--- src/rtl/yen_mux_seq.sv ---
`timescale 1ns/1ps
// yen_mux_seq
// Break-before-make sequencer for an external analog multiplexer macro.
// A channel request opens every switch for BBM_CYC clocks (BREAK), closes
// the requested switch and waits dwell+1 clocks for the signal to settle
// (SETTLE), then keeps the switch closed and flags the channel as usable
// (HOLD).
//
// Optional feature: define YEN_MUX_AUTOSCAN_EN to compile in auto-scan.
// Auto-scan visits channels 0,1,..,NUM_CH-1 and wraps. Each visit stays
// in HOLD for one cycle. Without the macro, scan_start and scan_stop are
// ignored and scan_active is tied low.
//
// Ports
//   clk          clock; all state changes on the rising edge
//   rst_n        asynchronous active-low reset
//   ena          block enable; low returns to IDLE on the next edge
//   cmd_valid    channel-select request
//   cmd_ch       requested channel
//   cmd_ready    request accepted when cmd_valid & cmd_ready
//   dwell        settle length, sampled on entry to SETTLE
//   scan_start   single-cycle pulse that starts auto-scan
//   scan_stop    single-cycle pulse that stops auto-scan
//   sel_oh       one-hot switch drive; at most one bit set
//   mux_en       high whenever a switch is closed
//   cur_ch       channel being driven or last held
//   settled      high in HOLD
//   busy         high in BREAK or SETTLE
//   scan_active  auto-scan running
//   err_ch       one-cycle pulse after an out-of-range request
module yen_mux_seq #(
    parameter int NUM_CH  = 4,
    parameter int DWELL_W = 8,
    parameter int BBM_CYC = 2,
    localparam int CH_W   = $clog2(NUM_CH)
) (
    input  logic               clk,
    input  logic               rst_n,
    input  logic               ena,
    input  logic               cmd_valid,
    input  logic [CH_W-1:0]    cmd_ch,
    output logic               cmd_ready,
    input  logic [DWELL_W-1:0] dwell,
    input  logic               scan_start,
    input  logic               scan_stop,
    output logic [NUM_CH-1:0]  sel_oh,
    output logic               mux_en,
    output logic [CH_W-1:0]    cur_ch,
    output logic               settled,
    output logic               busy,
    output logic               scan_active,
    output logic               err_ch
);

    localparam logic [1:0] IDLE   = 2'd0;
    localparam logic [1:0] BREAK  = 2'd1;
    localparam logic [1:0] SETTLE = 2'd2;
    localparam logic [1:0] HOLD   = 2'd3;

    // One counter serves both BREAK and SETTLE, so it must fit either.
    localparam int CNT_W = (DWELL_W > 4) ? DWELL_W : 4;

    logic [1:0]      state;
    logic [CNT_W-1:0] cnt;
    logic            accept;
    logic            in_range;
    logic [CH_W-1:0] next_ch;

    assign in_range = (32'(cmd_ch) < 32'(NUM_CH));
    assign accept   = cmd_valid && cmd_ready;
    assign next_ch  = (cur_ch == CH_W'(NUM_CH - 1)) ? '0 : cur_ch + CH_W'(1);

`ifdef YEN_MUX_AUTOSCAN_EN
    logic scan_q;
    logic stop_flag;

    assign scan_active = scan_q;
    // A start pulse takes priority over a coincident command.
    assign cmd_ready = ena && ((state == IDLE) || (state == HOLD)) && !scan_q && !scan_start;
`else
    logic unused_scan;

    assign unused_scan = scan_start ^ scan_stop;
    assign scan_active = 1'b0;
    assign cmd_ready   = ena && ((state == IDLE) || (state == HOLD));
`endif

    // Outputs decode straight from the state register, so the async reset
    // opens the switch immediately with no clock edge needed.
    assign sel_oh  = ((state == SETTLE) || (state == HOLD)) ? (NUM_CH'(1) << cur_ch) : '0;
    assign mux_en  = |sel_oh;
    assign settled = (state == HOLD);
    assign busy    = (state == BREAK) || (state == SETTLE);

    always_ff @(posedge clk or negedge rst_n) begin
        if (!rst_n) begin
            state  <= IDLE;
            cnt    <= '0;
            cur_ch <= '0;
            err_ch <= 1'b0;
`ifdef YEN_MUX_AUTOSCAN_EN
            scan_q    <= 1'b0;
            stop_flag <= 1'b0;
`endif
        end else begin
            err_ch <= 1'b0;
            if (!ena) begin
                state <= IDLE;
`ifdef YEN_MUX_AUTOSCAN_EN
                scan_q    <= 1'b0;
                stop_flag <= 1'b0;
`endif
            end else begin
`ifdef YEN_MUX_AUTOSCAN_EN
                // Remember a stop request until the scan reaches HOLD.
                if (scan_q && scan_stop) begin
                    stop_flag <= 1'b1;
                end
`endif
                case (state)
                    IDLE, HOLD: begin
`ifdef YEN_MUX_AUTOSCAN_EN
                        if (scan_q) begin
                            if (stop_flag || scan_stop) begin
                                // Scan ends here; the current HOLD is kept.
                                scan_q    <= 1'b0;
                                stop_flag <= 1'b0;
                            end else begin
                                cur_ch <= next_ch;
                                cnt    <= CNT_W'(BBM_CYC - 1);
                                state  <= BREAK;
                            end
                        end else if (scan_start) begin
                            // Start and stop together: stop wins, nothing starts.
                            if (!scan_stop) begin
                                scan_q <= 1'b1;
                                cur_ch <= '0;
                                cnt    <= CNT_W'(BBM_CYC - 1);
                                state  <= BREAK;
                            end
                        end else
`endif
                        if (accept) begin
                            if (in_range) begin
                                cur_ch <= cmd_ch;
                                cnt    <= CNT_W'(BBM_CYC - 1);
                                state  <= BREAK;
                            end else begin
                                err_ch <= 1'b1;
                            end
                        end
                    end
                    BREAK: begin
                        if (cnt == '0) begin
                            cnt   <= CNT_W'(dwell);
                            state <= SETTLE;
                        end else begin
                            cnt <= cnt - CNT_W'(1);
                        end
                    end
                    SETTLE: begin
                        if (cnt == '0) begin
                            state <= HOLD;
                        end else begin
                            cnt <= cnt - CNT_W'(1);
                        end
                    end
                    default: state <= IDLE;
                endcase
            end
        end
    end

endmodule

--- config.mk ---
export PLATFORM = sky130hd
export DESIGN_NAME = yen_mux_seq
export DESIGN_NICKNAME = d
export VERILOG_FILES = /design/src/rtl/yen_mux_seq.sv
export SDC_FILE = /design/constraint.sdc
export NUM_CORES = 1
export LEC_CHECK = 0
export BUFFER_PORTS_ARGS = -buffer_cell sky130_fd_sc_hd__buf_4
export CAP_MARGIN = 0
export CORE_UTILIZATION = 46
export CTS_CLUSTER_SIZE = 16
export DETAILED_ROUTE_END_ITERATION = 8
export PLACE_DENSITY = 0.77
export SYNTH_ARGS = -nofsm -noshare
export SYNTH_HDL_FRONTEND = slang
export SYNTH_SLANG_ARGS = --single-unit
--- constraint.sdc ---
create_clock -name clk -period 2.4 [get_ports clk]
set_input_delay 0 -clock clk [delete_from_list [all_inputs] [get_ports clk]]
set_output_delay 0 -clock clk [all_outputs]
set_load 0.1 [all_outputs]
# Word-level counts from Yosys, hierarchy flattened
# Index checks and enable logic that the tools add are counted.
[totals]
inputBits = 16
elab_cells = 35
ff_bits = 12
output_inout_bits = 12
[op_classes]
eq_ne = 8
n_reduce_logical = 12
shifts = 1
n_mux = 10
n_addsub = 1
[op_table]
columns = ["op", "n"]
rows = [
  ["2-to-1 mux 8 bit", 3],
  ["one-hot mux 8 bit (3 select lines)", 1],
  ["AND reduction 3 bit", 3],
  ["logical NOT 8 bit", 1],
  ["2-to-1 mux 2 bit", 4],
  ["subtractor 8 x 1 -> 8 bit, second input constant", 1],
  ["!= test 3 x 2 -> 1 bit, second input constant", 2],
  ["one-hot mux 2 bit (3 select lines)", 1],
  ["equality test 2 bit, second input constant", 2],
  ["2-to-1 mux 4 bit", 1],
  ["!= test 2 bit, second input constant", 2],
  ["OR reduction 4 bit", 1],
  ["<< shifter 1 x 2 -> 4 bit, first input constant", 1],
  ["logical OR 1 bit", 3],
  ["!= test 3 bit, second input constant", 1],
  ["equality test 2 x 1 -> 1 bit, second input constant", 1],
  ["logical AND 1 bit", 2],
  ["logical NOT 2 bit", 1],
  ["OR reduction 2 bit", 1],
]

# Longest topological paths before layout
[depth]
word_depth = 7
ltp_mapped = 8
ltp_nobuf = 6

# Least setup slack after synthesis
# No wires, ideal clock.
[synth_path]
path_type = "register -> output"
from = "reg state[0]"
to = "out sel_oh[1]"
arrival_time_ns = 3.607
path_buffers = 0
path_slack_ns = -1.207
path_stages_with_launch = 4
required_ns = 2.400
path_cell_list = "dfrtp_1 ha_1 nor2_1 nor3b_1"
[synth_via]
elab_chain_cells = 3
elab_cells_between_ends = 4
classes_between = "2 x eq/ne; 1 x mux; 1 x reduce/logical"
[synth_rtl]
columns = ["item", "line", "rtl"]
rows = [
  ["from (decl)", "63", "logic [1:0] state;"],
  ["from (signal assigned)", "97", "state <= IDLE;"],
  ["from (signal assigned)", "108", "state <= IDLE;"],
  ["from (signal assigned)", "147", "state <= BREAK;"],
  ["equality test 2 bit", "n/a", ""],
  ["net settled", "49", "output logic settled,"],
  ["logical OR 1 bit", "90", "assign sel_oh = ((state == SETTLE) || (state == HOLD)) ? (NUM_CH'(1) << cur_ch) : '0;"],
  ["2-to-1 mux 4 bit", "90", ""],
  ["to (decl)", "46", "output logic [NUM_CH-1:0] sel_oh,"],
]
# The timed path passes the listed nets, and every way through them passes these cells.

# Final worst setup path
[layout_path]
from = "reg cnt[0]"
to = "reg cnt[6]"
[layout_via]
elab_chain_cells = 3
elab_cells_between_ends = 7
classes_between = "1 x add/sub; 1 x eq/ne; 3 x mux; 2 x reduce/logical"
[layout_rtl]
columns = ["item", "line", "rtl"]
rows = [
  ["from (decl)", "64", "logic [CNT_W-1:0] cnt;"],
  ["from (signal assigned)", "146", "cnt <= CNT_W'(BBM_CYC - 1);"],
  ["from (signal assigned)", "155", "cnt <= CNT_W'(dwell);"],
  ["from (signal assigned)", "158", "cnt <= cnt - CNT_W'(1);"],
  ["subtractor 8 x 1 -> 8 bit or logical NOT 8 bit (tied branches)", "n/a", ""],
  ["2-to-1 mux 8 bit, or another cell as far along", "162", "if (cnt == '0) begin"],
  ["one-hot mux 8 bit (3 select lines) or AND reduction 3 bit (tied branches)", "n/a", ""],
]
# Several ways; a longest one is shown, not always the timed one. The select of a mux whose other input is x is not followed.
# A chain may end at the register's enable or synchronous reset.

==> out/results.ini <==
[status]
outcome=complete, no violations

[synthesis]
ys_seq_area_share_pct=31.7
synth_area_um2=947
synth_cell_types=44
ys.flop_type=dfrtp_1
synth_top_area_share_pct=31.7
netlist_instances=106
ys_seq_elements=12
yosysTopAreaCell=dfrtp_1
synthArstFlopShare_pct=100
avgSynthCellArea_um2=8.94
yosys_warnings=0
synth_edf_count=0
synthTopCellsByArea=dfrtp_1 32%, ha_1 6.6%, o31ai_1 4.8%, mux2_2 3.6%, o21ai_0 3.2%
ys_top_cells_by_count=12 x dfrtp_1, 7 x inv_1, 6 x o21ai_0, 6 x o31ai_1
yosysMostFrequentCell=dfrtp_1

[detailed_routing]
drt_iter0_drc=42
postRouteAntennaNets=0
via_count=936
wl_um=2260
drc_errors=0
wl_met2_um=1090
dr_wl_met3_um=136
wl_met1_um=1000
via_per_inst=5.67
top_layer=met4
post_drt_wl_per_cell_um=13.7
drt_first_pass_iters=4

[final_layout]
diodes=0
fillers=157
drive_above_1_share_pct=29.7
synthToLayoutAreaGrowth_pct=33.7
nets=160

[run]
maxCapViolCount=0

[global_routing]
grt_pass1_wl_um=3390
grt-ovfl-total=0
grt_max_degree=13
grt_usage_pct=22.2
grt_pass1_vias=824
antenna_found_initial=0

[placement]
port_buffers=23
dp_hpwl_um=1670
place_congestion=0.901

[sta]
fin_setup_tns_ns=0
fin_crit_sh_pct=90.5
fin_crit_ns=2.17
hold_viol_final=0
skew_ns=0.00859
drv_slew=0
clock.fmax_mhz=460
rsz0062_at_grt=false
finalSetupViolCount=0

[hold_path]
hold_class=input port to flop

[cts]
clock_path_buffers=2
clk_latency_ns=0.28
cts_setup_buffers=0
cts_made_buffers=3
htree_levels=1
cts_tree=done
cts-root-buf=clkbuf_4
clock_sinks=12
clk_pin_slew_ns=0.09

[worst_setup_path]
worstPathArrival_ns=2.34
cp.required_ns=2.57
path_max_fanout=8
end_kind=flop
worstSetupPathType=flop to flop
startpoint_type=flop

[floorplanning]
io-pin-count=28
core_mm2=0.00194
die_h_um=47.4
die_x_um=47.4
die_area_mm2=0.00224
row_count=16
initial_core_util_pct=48.8

-- metal layers --
| metal | up-vias | global-route usage [%] |
|---|---|---|
| met5 | - | 0 |
| met4 | 0 | 10.3 |
| met3 | 4 | 5.77 |
| met2 | 38 | 38.1 |
| met1 | 433 | 25.5 |
| li1 | 461 | - |
-- final cells by class --
type	count	area (µm²)	area share, %
clock buffer	4	36.3	2.87
inverter	7	26.3	2.08
multi-input combinational	83	612	48.3
sequential	12	300	23.7
tap	27	33.8	2.67
timing repair buffer	32	258	20.4
-- critical path: stages (launching register included) --
cell and delay [ns]:
dfrtp_1 0.44, inv_1 0.13, ha_1 0.19, or4b_4 0.52, or2_1 0.34, and4_4 0.20, a221o_1 0.26
-- metrics by stage --
step | instances | hold slack [ns] | utilization, % | cell area [µm²] | setup slack, ns
3_3_place_gp | 154 | -0.152 | 59.5 | 1160 | 0.185
6_report | 165 | 0.0194 | 65.2 | 1270 | 0.228
3_5_place_dp | 154 | -0.146 | 59.5 | 1160 | 0.147
5_1_grt | 165 | 0.0424 | 65.2 | 1270 | 0.0937
4_1_cts | 165 | 0.0217 | 65.0 | 1260 | 0.142
2_1_floorplan | 107 | -0.296 | - | 970 | 0.0241
-- kinds of logic after synthesis --
group | count (synthesis) | synth area share (%)
compound gates | 35 | 27.3
fa+ha+maj | 5 | 6.61
buf+inv | 12 | 6.47
flops | 12 | 31.7
mux | 3 | 3.57
other cells | 1 | 0.396
simple gates | 38 | 23.9
-- timing repair --
action,CTS,global route
hold buffers,7,0
hold endpoints to repair,18,0
gates resized for setup,0,1
endpoints found under the setup margin,0,2
-- flip-flops by register name, summed over array words and instances (netlist names) --
signal and flops:
cur_ch 2, cnt 8, state 2
-- path summary, 6_finish.rpt --
path                              to  cells after the start  slack (ns)  startpoint
min                           cnt[3]                      3        0.02    dwell[3]
max in group asynchronous     cnt[1]                      2        2.15       rst_n
max                           cnt[6]                      6        0.23      cnt[0]
max reg2reg                   cnt[6]                      6        0.23      cnt[0]
min reg2reg                   cnt[3]                      1        0.57      cnt[3]
min in group asynchronous  cur_ch[0]                      2        0.08       rst_n
-- layout by cell type, fill, tap and decap left out, types with 3 or more instances in the layout --
cell            n
buf_4          25
dfrtp_1        12
inv_1           7
dlygate4sd3_1   7
o31ai_1         6
o21ai_0         6
nor2_1          5
nand2_1         4
nor2b_1         4
ha_1            4
a21oi_1         3
nand2b_1        3
o311a_1         3
mux2_2          3
clkbuf_4        3
Power is not shown: default switching activity piles up to over one toggle a cycle in this logic, so the estimate is an artifact.
